### config.mk
export PLATFORM = sky130hd
export DESIGN_NAME = uart_loader
export DESIGN_NICKNAME = d
export VERILOG_FILES = /design/src/rtl/uart_loader.sv
export SDC_FILE = /design/constraint.sdc
export NUM_CORES = 1
export LEC_CHECK = 0
export ABC_CLOCK_PERIOD_IN_PS = 4500
export CORE_ASPECT_RATIO = 0.75
export CORE_UTILIZATION = 56
export DETAILED_ROUTE_END_ITERATION = 6
export PLACE_DENSITY = 0.83
export REMOVE_ABC_BUFFERS = 1
export SYNTH_ARGS = -nofsm -noshare
export SYNTH_HDL_FRONTEND = slang
export SYNTH_SLANG_ARGS = --single-unit
### constraint.sdc
create_clock -name clk -period 4.5 [get_ports clk]
set_clock_uncertainty 0.1 [all_clocks]
set_input_delay 0.675 -clock clk [delete_from_list [all_inputs] [get_ports clk]]
set_output_delay 0.675 -clock clk [all_outputs]
set_load 0.02 [all_outputs]
### src/rtl/uart_loader.sv
// rtl/uart_loader.sv - UART monitor/boot loader that owns RAM and UART while the CPU is idle
//
// Executes host commands received over the UART:
//   'L' ah al n d0..dn-1 : write n bytes to RAM starting at {ah,al}, reply '.'
//   'D' ah al n          : read n bytes from RAM starting at {ah,al}, send each one
//   'G' ah al            : start the CPU at {ah,al}, reply '!' once the CPU halts
//   anything else        : reply '?'
// A length byte of 0 means 256. Addresses keep the low addr_width bits of {ah,al}
// and wrap at the top of memory.
//
// Ports:
//   clk, rst           clock (rising edge) and asynchronous active-low reset
//   received, rx_byte  one-cycle receive strobe and the received byte
//   is_transmitting    UART transmitter busy flag
//   tx_byte, transmit  byte to send and its one-cycle strobe
//   raddr, dread       RAM read address and read data (synchronous RAM)
//   waddr, dwrite      RAM write address and write data
//   write_en           one-cycle RAM write strobe
//   mem_sel            1 = loader owns RAM/UART, 0 = CPU owns them
//   cpu_run            one-cycle CPU start pulse
//   startaddr          CPU start address, held stable
//   cpu_halted         one-cycle pulse from the CPU when it executes HLT

module uart_loader #(
   parameter int addr_width = 9
) (
   input  logic                  clk,
   input  logic                  rst,
   input  logic                  received,
   input  logic [7:0]            rx_byte,
   input  logic                  is_transmitting,
   output logic [7:0]            tx_byte,
   output logic                  transmit,
   output logic [addr_width-1:0] raddr,
   output logic [addr_width-1:0] waddr,
   output logic [7:0]            dwrite,
   output logic                  write_en,
   input  logic [7:0]            dread,
   output logic                  mem_sel,
   output logic                  cpu_run,
   output logic [addr_width-1:0] startaddr,
   input  logic                  cpu_halted
);

   localparam logic [7:0] CMD_LOAD  = 8'h4C;
   localparam logic [7:0] CMD_DUMP  = 8'h44;
   localparam logic [7:0] CMD_GO    = 8'h47;
   localparam logic [7:0] RSP_ACK   = 8'h2E;
   localparam logic [7:0] RSP_HALT  = 8'h21;
   localparam logic [7:0] RSP_ERROR = 8'h3F;

   localparam logic [addr_width-1:0] ADDR_ONE = {{(addr_width-1){1'b0}}, 1'b1};

   typedef enum logic [3:0] {
      IDLE,
      GET_AH,
      GET_AL,
      GET_N,
      LOAD_DATA,
      LOAD_WR,
      DUMP_RD,
      DUMP_WAIT,
      DUMP_LATCH,
      TX_WAIT,
      TX_GUARD,
      GO,
      RUN
   } state_t;

   state_t                state_q, state_d;
   logic [7:0]            cmd_q, cmd_d;
   logic [7:0]            ah_q, ah_d;
   logic [addr_width-1:0] addr_q, addr_d;
   logic [8:0]            count_q, count_d;
   logic [7:0]            txd_q, txd_d;
   // Destination after TX_GUARD: 1 = DUMP_RD (more dump bytes pending), 0 = IDLE.
   logic                  ret_dump_q, ret_dump_d;

   logic [7:0]            tx_byte_q, tx_byte_d;
   logic                  transmit_q, transmit_d;
   logic [addr_width-1:0] raddr_q, raddr_d;
   logic [addr_width-1:0] waddr_q, waddr_d;
   logic [7:0]            dwrite_q, dwrite_d;
   logic                  write_en_q, write_en_d;
   logic                  mem_sel_q, mem_sel_d;
   logic                  cpu_run_q, cpu_run_d;
   logic [addr_width-1:0] startaddr_q, startaddr_d;

   logic [addr_width-1:0] addr_inc;
   logic                  last_byte;

   assign addr_inc  = addr_q + ADDR_ONE;
   assign last_byte = (count_q == 9'd1);

   always_comb begin
      state_d     = state_q;
      cmd_d       = cmd_q;
      ah_d        = ah_q;
      addr_d      = addr_q;
      count_d     = count_q;
      txd_d       = txd_q;
      ret_dump_d  = ret_dump_q;
      tx_byte_d   = tx_byte_q;
      transmit_d  = 1'b0;
      raddr_d     = raddr_q;
      waddr_d     = waddr_q;
      dwrite_d    = dwrite_q;
      write_en_d  = 1'b0;
      mem_sel_d   = mem_sel_q;
      cpu_run_d   = 1'b0;
      startaddr_d = startaddr_q;

      case (state_q)
         IDLE: begin
            if (received) begin
               if (rx_byte == CMD_LOAD || rx_byte == CMD_DUMP || rx_byte == CMD_GO) begin
                  cmd_d   = rx_byte;
                  state_d = GET_AH;
               end else begin
                  txd_d      = RSP_ERROR;
                  ret_dump_d = 1'b0;
                  state_d    = TX_WAIT;
               end
            end
         end
         GET_AH: begin
            if (received) begin
               ah_d    = rx_byte;
               state_d = GET_AL;
            end
         end
         GET_AL: begin
            if (received) begin
               // High address bits beyond the RAM size are dropped.
               addr_d  = addr_width'({ah_q, rx_byte});
               state_d = (cmd_q == CMD_GO) ? GO : GET_N;
            end
         end
         GET_N: begin
            if (received) begin
               count_d = (rx_byte == 8'd0) ? 9'd256 : {1'b0, rx_byte};
               state_d = (cmd_q == CMD_LOAD) ? LOAD_DATA : DUMP_RD;
            end
         end
         LOAD_DATA: begin
            // Issue the write straight from the strobe so it lands the next cycle.
            if (received) begin
               waddr_d    = addr_q;
               dwrite_d   = rx_byte;
               write_en_d = 1'b1;
               state_d    = LOAD_WR;
            end
         end
         LOAD_WR: begin
            // write_en is high this cycle; advance past the byte just written.
            addr_d  = addr_inc;
            count_d = count_q - 9'd1;
            if (last_byte) begin
               txd_d      = RSP_ACK;
               ret_dump_d = 1'b0;
               state_d    = TX_WAIT;
            end else if (received) begin
               // A byte arriving alongside the write is captured, not lost.
               waddr_d    = addr_inc;
               dwrite_d   = rx_byte;
               write_en_d = 1'b1;
            end else begin
               state_d = LOAD_DATA;
            end
         end
         DUMP_RD: begin
            raddr_d = addr_q;
            state_d = DUMP_WAIT;
         end
         DUMP_WAIT: begin
            // The synchronous RAM returns data one cycle after raddr settles.
            state_d = DUMP_LATCH;
         end
         DUMP_LATCH: begin
            txd_d      = dread;
            addr_d     = addr_inc;
            count_d    = count_q - 9'd1;
            ret_dump_d = !last_byte;
            state_d    = TX_WAIT;
         end
         TX_WAIT: begin
            if (!is_transmitting) begin
               tx_byte_d  = txd_q;
               transmit_d = 1'b1;
               state_d    = TX_GUARD;
            end
         end
         TX_GUARD: begin
            // Gives the UART a cycle to raise its busy flag before it is sampled again.
            state_d = ret_dump_q ? DUMP_RD : IDLE;
         end
         GO: begin
            startaddr_d = addr_q;
            mem_sel_d   = 1'b0;
            cpu_run_d   = 1'b1;
            state_d     = RUN;
         end
         RUN: begin
            // The CPU owns the UART here, so received strobes are not ours.
            if (cpu_halted) begin
               mem_sel_d  = 1'b1;
               txd_d      = RSP_HALT;
               ret_dump_d = 1'b0;
               state_d    = TX_WAIT;
            end
         end
         default: begin
            state_d = IDLE;
         end
      endcase
   end

   always_ff @(posedge clk or negedge rst) begin
      if (!rst) begin
         state_q     <= IDLE;
         cmd_q       <= 8'd0;
         ah_q        <= 8'd0;
         addr_q      <= '0;
         count_q     <= 9'd0;
         txd_q       <= 8'd0;
         ret_dump_q  <= 1'b0;
         tx_byte_q   <= 8'd0;
         transmit_q  <= 1'b0;
         raddr_q     <= '0;
         waddr_q     <= '0;
         dwrite_q    <= 8'd0;
         write_en_q  <= 1'b0;
         mem_sel_q   <= 1'b1;
         cpu_run_q   <= 1'b0;
         startaddr_q <= '0;
      end else begin
         state_q     <= state_d;
         cmd_q       <= cmd_d;
         ah_q        <= ah_d;
         addr_q      <= addr_d;
         count_q     <= count_d;
         txd_q       <= txd_d;
         ret_dump_q  <= ret_dump_d;
         tx_byte_q   <= tx_byte_d;
         transmit_q  <= transmit_d;
         raddr_q     <= raddr_d;
         waddr_q     <= waddr_d;
         dwrite_q    <= dwrite_d;
         write_en_q  <= write_en_d;
         mem_sel_q   <= mem_sel_d;
         cpu_run_q   <= cpu_run_d;
         startaddr_q <= startaddr_d;
      end
   end

   assign tx_byte   = tx_byte_q;
   assign transmit  = transmit_q;
   assign raddr     = raddr_q;
   assign waddr     = waddr_q;
   assign dwrite    = dwrite_q;
   assign write_en  = write_en_q;
   assign mem_sel   = mem_sel_q;
   assign cpu_run   = cpu_run_q;
   assign startaddr = startaddr_q;

endmodule

==> flow_metrics.py <==
metrics = {
    "synthesis": {
        "yosysSeqAreaShare": 0.494,
        "mappedNetlistArea_um2": 4410,
        "synth_flop_cell": "dfrtp_1",
        "syn_avg_cell_area_um2": 10.8,
        "ys_ff_latch": 87,
        "ys_warn_count": 0,
        "synth_cell_types": 62,
        "async_reset_ff_frac": 1.00,
        "synth-edff-count": 0,
        "synthCells": 408,
    },
    "routing": {
        "routedWlPerCell_um": 18.2,
        "wl_mm": 10.4,
        "first_iter_violations": 274,
        "ant_nets": 0,
        "viasPerCell": 6.14,
        "num_vias": 3512,
        "drt_pass1_iterations": 4,
        "drcViolationCount": 0,
    },
    "power": {
        "swShare": 0.402,
        "max-vdd-ir-drop_v": 0.000409,
        "p_leak_nw": 2.17,
        "p_comb_frac": 0.446,
        "power_switching_mw": 1.51,
        "intPower_mw": 2.25,
        "power_density_nw_per_um2": 706,
        "p_seq_frac": 0.391,
        "p_total_mw": 3.76,
        "p_clk_frac": 0.163,
    },
    "critical_path": {
        "cp_data_arrival_time_ns": 3.21,
        "critPathKind": "register to register",
        "crit_path_start_kind": "register",
        "cp.required_ns": 4.66,
        "cpPeakStageDelay_ns": 0.86,
        "worst_setup_path_end_kind": "register",
        "crit_fanout": 30,
        "worstPathCellList": "or3b_2, a21oi_2, buf_4, mux2i_1, a22o_1",
        "crit_family": "compound AO/OA/AOI/OAI gates",
        "critPathSlowestCell": "dfrtp_1",
        "path_buf_inv": 1,
    },
    "die": {
        "dieArea_um2": 8230,
        "core_area_um2": 7470,
        "start_util": 0.590,
        "io_pins": 68,
        "rows": 27,
        "die_w_um": 104,
        "die_h_um": 78.8,
    },
    "sta": {
        "worst_pin_slew_ns": 1.08,
        "hold_viol": 0,
        "max_freq_mhz": 328,
        "rsz0062_at_grt": "no",
        "finalSetupViolCount": 0,
        "period_needed_ns": 3.05,
        "drv_slew": 0,
        "min_period_over_period": 0.677,
        "finalSetupTns_ns": 0,
        "relSlewSlack": 0.279,
    },
    "clock_network": {
        "ctsLongestPathBuffers": 2,
        "hold_buffers": 0,
        "clk_pin_slew_ns": 0.09,
        "cts_tree": "built",
        "cts_buffers": 9,
        "postCtsSetupRepairBufs": 0,
        "cts_max_level": 3,
        "clock_sinks": 87,
        "clk_latency_ns": 0.36,
        "clockRootBuffer": "clkbuf_8",
        "cts_resized": 0,
    },
    "global_routing": {
        "grt_max_degree": 88,
        "antenna_found_initial": 0,
        "overflow": 0,
        "grt_pass1_wl_mm": 17.3,
        "grt_pass1_vias": 3353,
        "grt_use_total": 0.273,
    },
    "min_path": {
        "hp-class": "register to register",
    },
    "run_status": {
        "status": "completed",
    },
    "placed_design": {
        "gp_congestion": 0.893,
        "hpwl_mm": 7.12,
        "port_buffers": 67,
    },
    "final_layout": {
        "nets": 490,
        "synthToLayoutAreaGrowth_pct": 21.0,
        "layout-drive-gt1-share": 0.176,
        "num_antenna_cells": 0,
    },
    "run": {
        "cap_violations": 0,
    },
}
per-layer routing:
metal / wire length [um] / vias up / track usage
met5: 0 / - / 0
met4: 135 / 0 / 0.0929
met3: 908 / 14 / 0.0673
met2: 4590 / 152 / 0.392
met1: 4750 / 1738 / 0.402
li1: - / 1608 / -
final timing paths:
path	to	slack [ns]	depth (start not counted)	from
max in group asynchronous	raddr[6]	3.21	1	rst
min reg2reg	cmd_q[6]	0.38	1	cmd_q[6]
max reg2reg	count_q[4]	1.45	5	state_q[3]
min	cmd_q[6]	0.38	1	cmd_q[6]
max	count_q[4]	1.45	5	state_q[3]
min in group asynchronous	cmd_q[5]	0.39	1	rst
area by class of cell:
| cell class | instances | area, um^2 |
|---|---|---|
| Clock buffer | 9 | 124 |
| Clock inverter | 7 | 95.1 |
| Fill cell | 531 | 2140 |
| Inverter | 17 | 63.8 |
| Multi-Input combinational cell | 280 | 2040 |
| Sequential cell | 87 | 2180 |
| Tap cell | 101 | 126 |
| Timing Repair Buffer | 71 | 698 |
power groups by stage:
| stage | logic, mW | registers [mW] | clock network [mW] |
|---|---|---|---|
| final | 1.68 | 1.47 | 0.614 |
| after global routing | 1.81 | 1.52 | 0.657 |
| after CTS | 1.68 | 1.46 | 0.626 |
| after detailed placement | 1.67 | 1.47 | 0 |
| after global placement | 1.64 | 1.46 | 0 |
| after floorplan | 0.821 | 1.61 | 0 |
layout by cell type, fill, tap and decap left out, types with 6 or more instances in the layout:
| master | n |
|---|---|
| mux2i_1 | 17 |
| clkbuf_8 | 9 |
| inv_1 | 17 |
| nor3_1 | 13 |
| mux2_2 | 45 |
| xnor2_1 | 6 |
| nand3_1 | 16 |
| nand2_1 | 22 |
| nand2b_1 | 7 |
| a21oi_1 | 16 |
| dfrtp_1 | 86 |
| o21ai_0 | 12 |
| clkdlybuf4s50_1 | 66 |
| nor2_1 | 27 |
per-stage QoR:
stage               setup slack, ns  instance area (um^2)  hold slack, ns  instances  utilization
detailed placement             1.41                  5110           0.357        556        0.685
floorplan                      1.52                  4290           0.279        384            -
global route                   1.28                  5330           0.426        572        0.714
CTS                            1.47                  5330           0.383        572        0.714
global placement               1.45                  5110           0.345        556        0.685
finish                         1.45                  5330           0.381        572        0.714
Yosys cell counts, types with 2 or more instances:
cell type | number | area [um^2]
a21oi_1 | 16 | 80.1
nor3_1 | 13 | 65.1
nand3b_1 | 2 | 15.0
nor4bb_1 | 2 | 20.0
nor4_1 | 4 | 25.0
a31oi_1 | 5 | 31.3
or3_1 | 5 | 31.3
clkbuf_1 | 15 | 56.3
xnor2_1 | 6 | 52.6
o221a_2 | 4 | 45.0
nand2_1 | 22 | 82.6
nor2_1 | 27 | 101
a211oi_1 | 3 | 22.5
inv_1 | 17 | 63.8
buf_6 | 3 | 33.8
nor2b_1 | 3 | 18.8
and3_1 | 4 | 25.0
buf_2 | 3 | 15.0
nand4_1 | 5 | 31.3
a311oi_1 | 2 | 17.5
o22ai_1 | 3 | 18.8
o211ai_1 | 3 | 22.5
mux2_2 | 45 | 507
mux2i_1 | 17 | 170
or3b_2 | 2 | 17.5
nand2b_1 | 7 | 43.8
buf_1 | 2 | 7.51
a22oi_1 | 2 | 15.0
nor3b_1 | 3 | 22.5
a22o_1 | 3 | 26.3
o2bb2ai_1 | 5 | 43.8
o221ai_1 | 2 | 17.5
nand3_1 | 16 | 80.1
o21ai_0 | 12 | 60.1
dfrtp_1 | 86 | 2150
or2_2 | 4 | 25.0
o41a_1 | 2 | 22.5
and2_1 | 5 | 31.3
ha_1 | 3 | 37.5
o32ai_1 | 3 | 26.3
kinds of logic after synthesis:
family	Yosys count	synth area share
AND/OR/NAND/NOR	130	0.158
AO/OA/AOI/OAI	78	0.130
adder cells (fa/ha/maj)	3	0.00852
multiplexers	62	0.154
flip-flops	87	0.494
buffers and inverters	41	0.0417
XOR/XNOR	7	0.0139
state kept, by name, summed over array words and instances, names as in the netlist, 4 cells and up:
name / count
state_q: 4
startaddr: 9
cmd_q: 8
count_q: 9
txd_q: 8
raddr: 9
dwrite: 8
waddr: 9
addr_q: 9
tx_byte: 8
(Power assumes the default switching activity.)
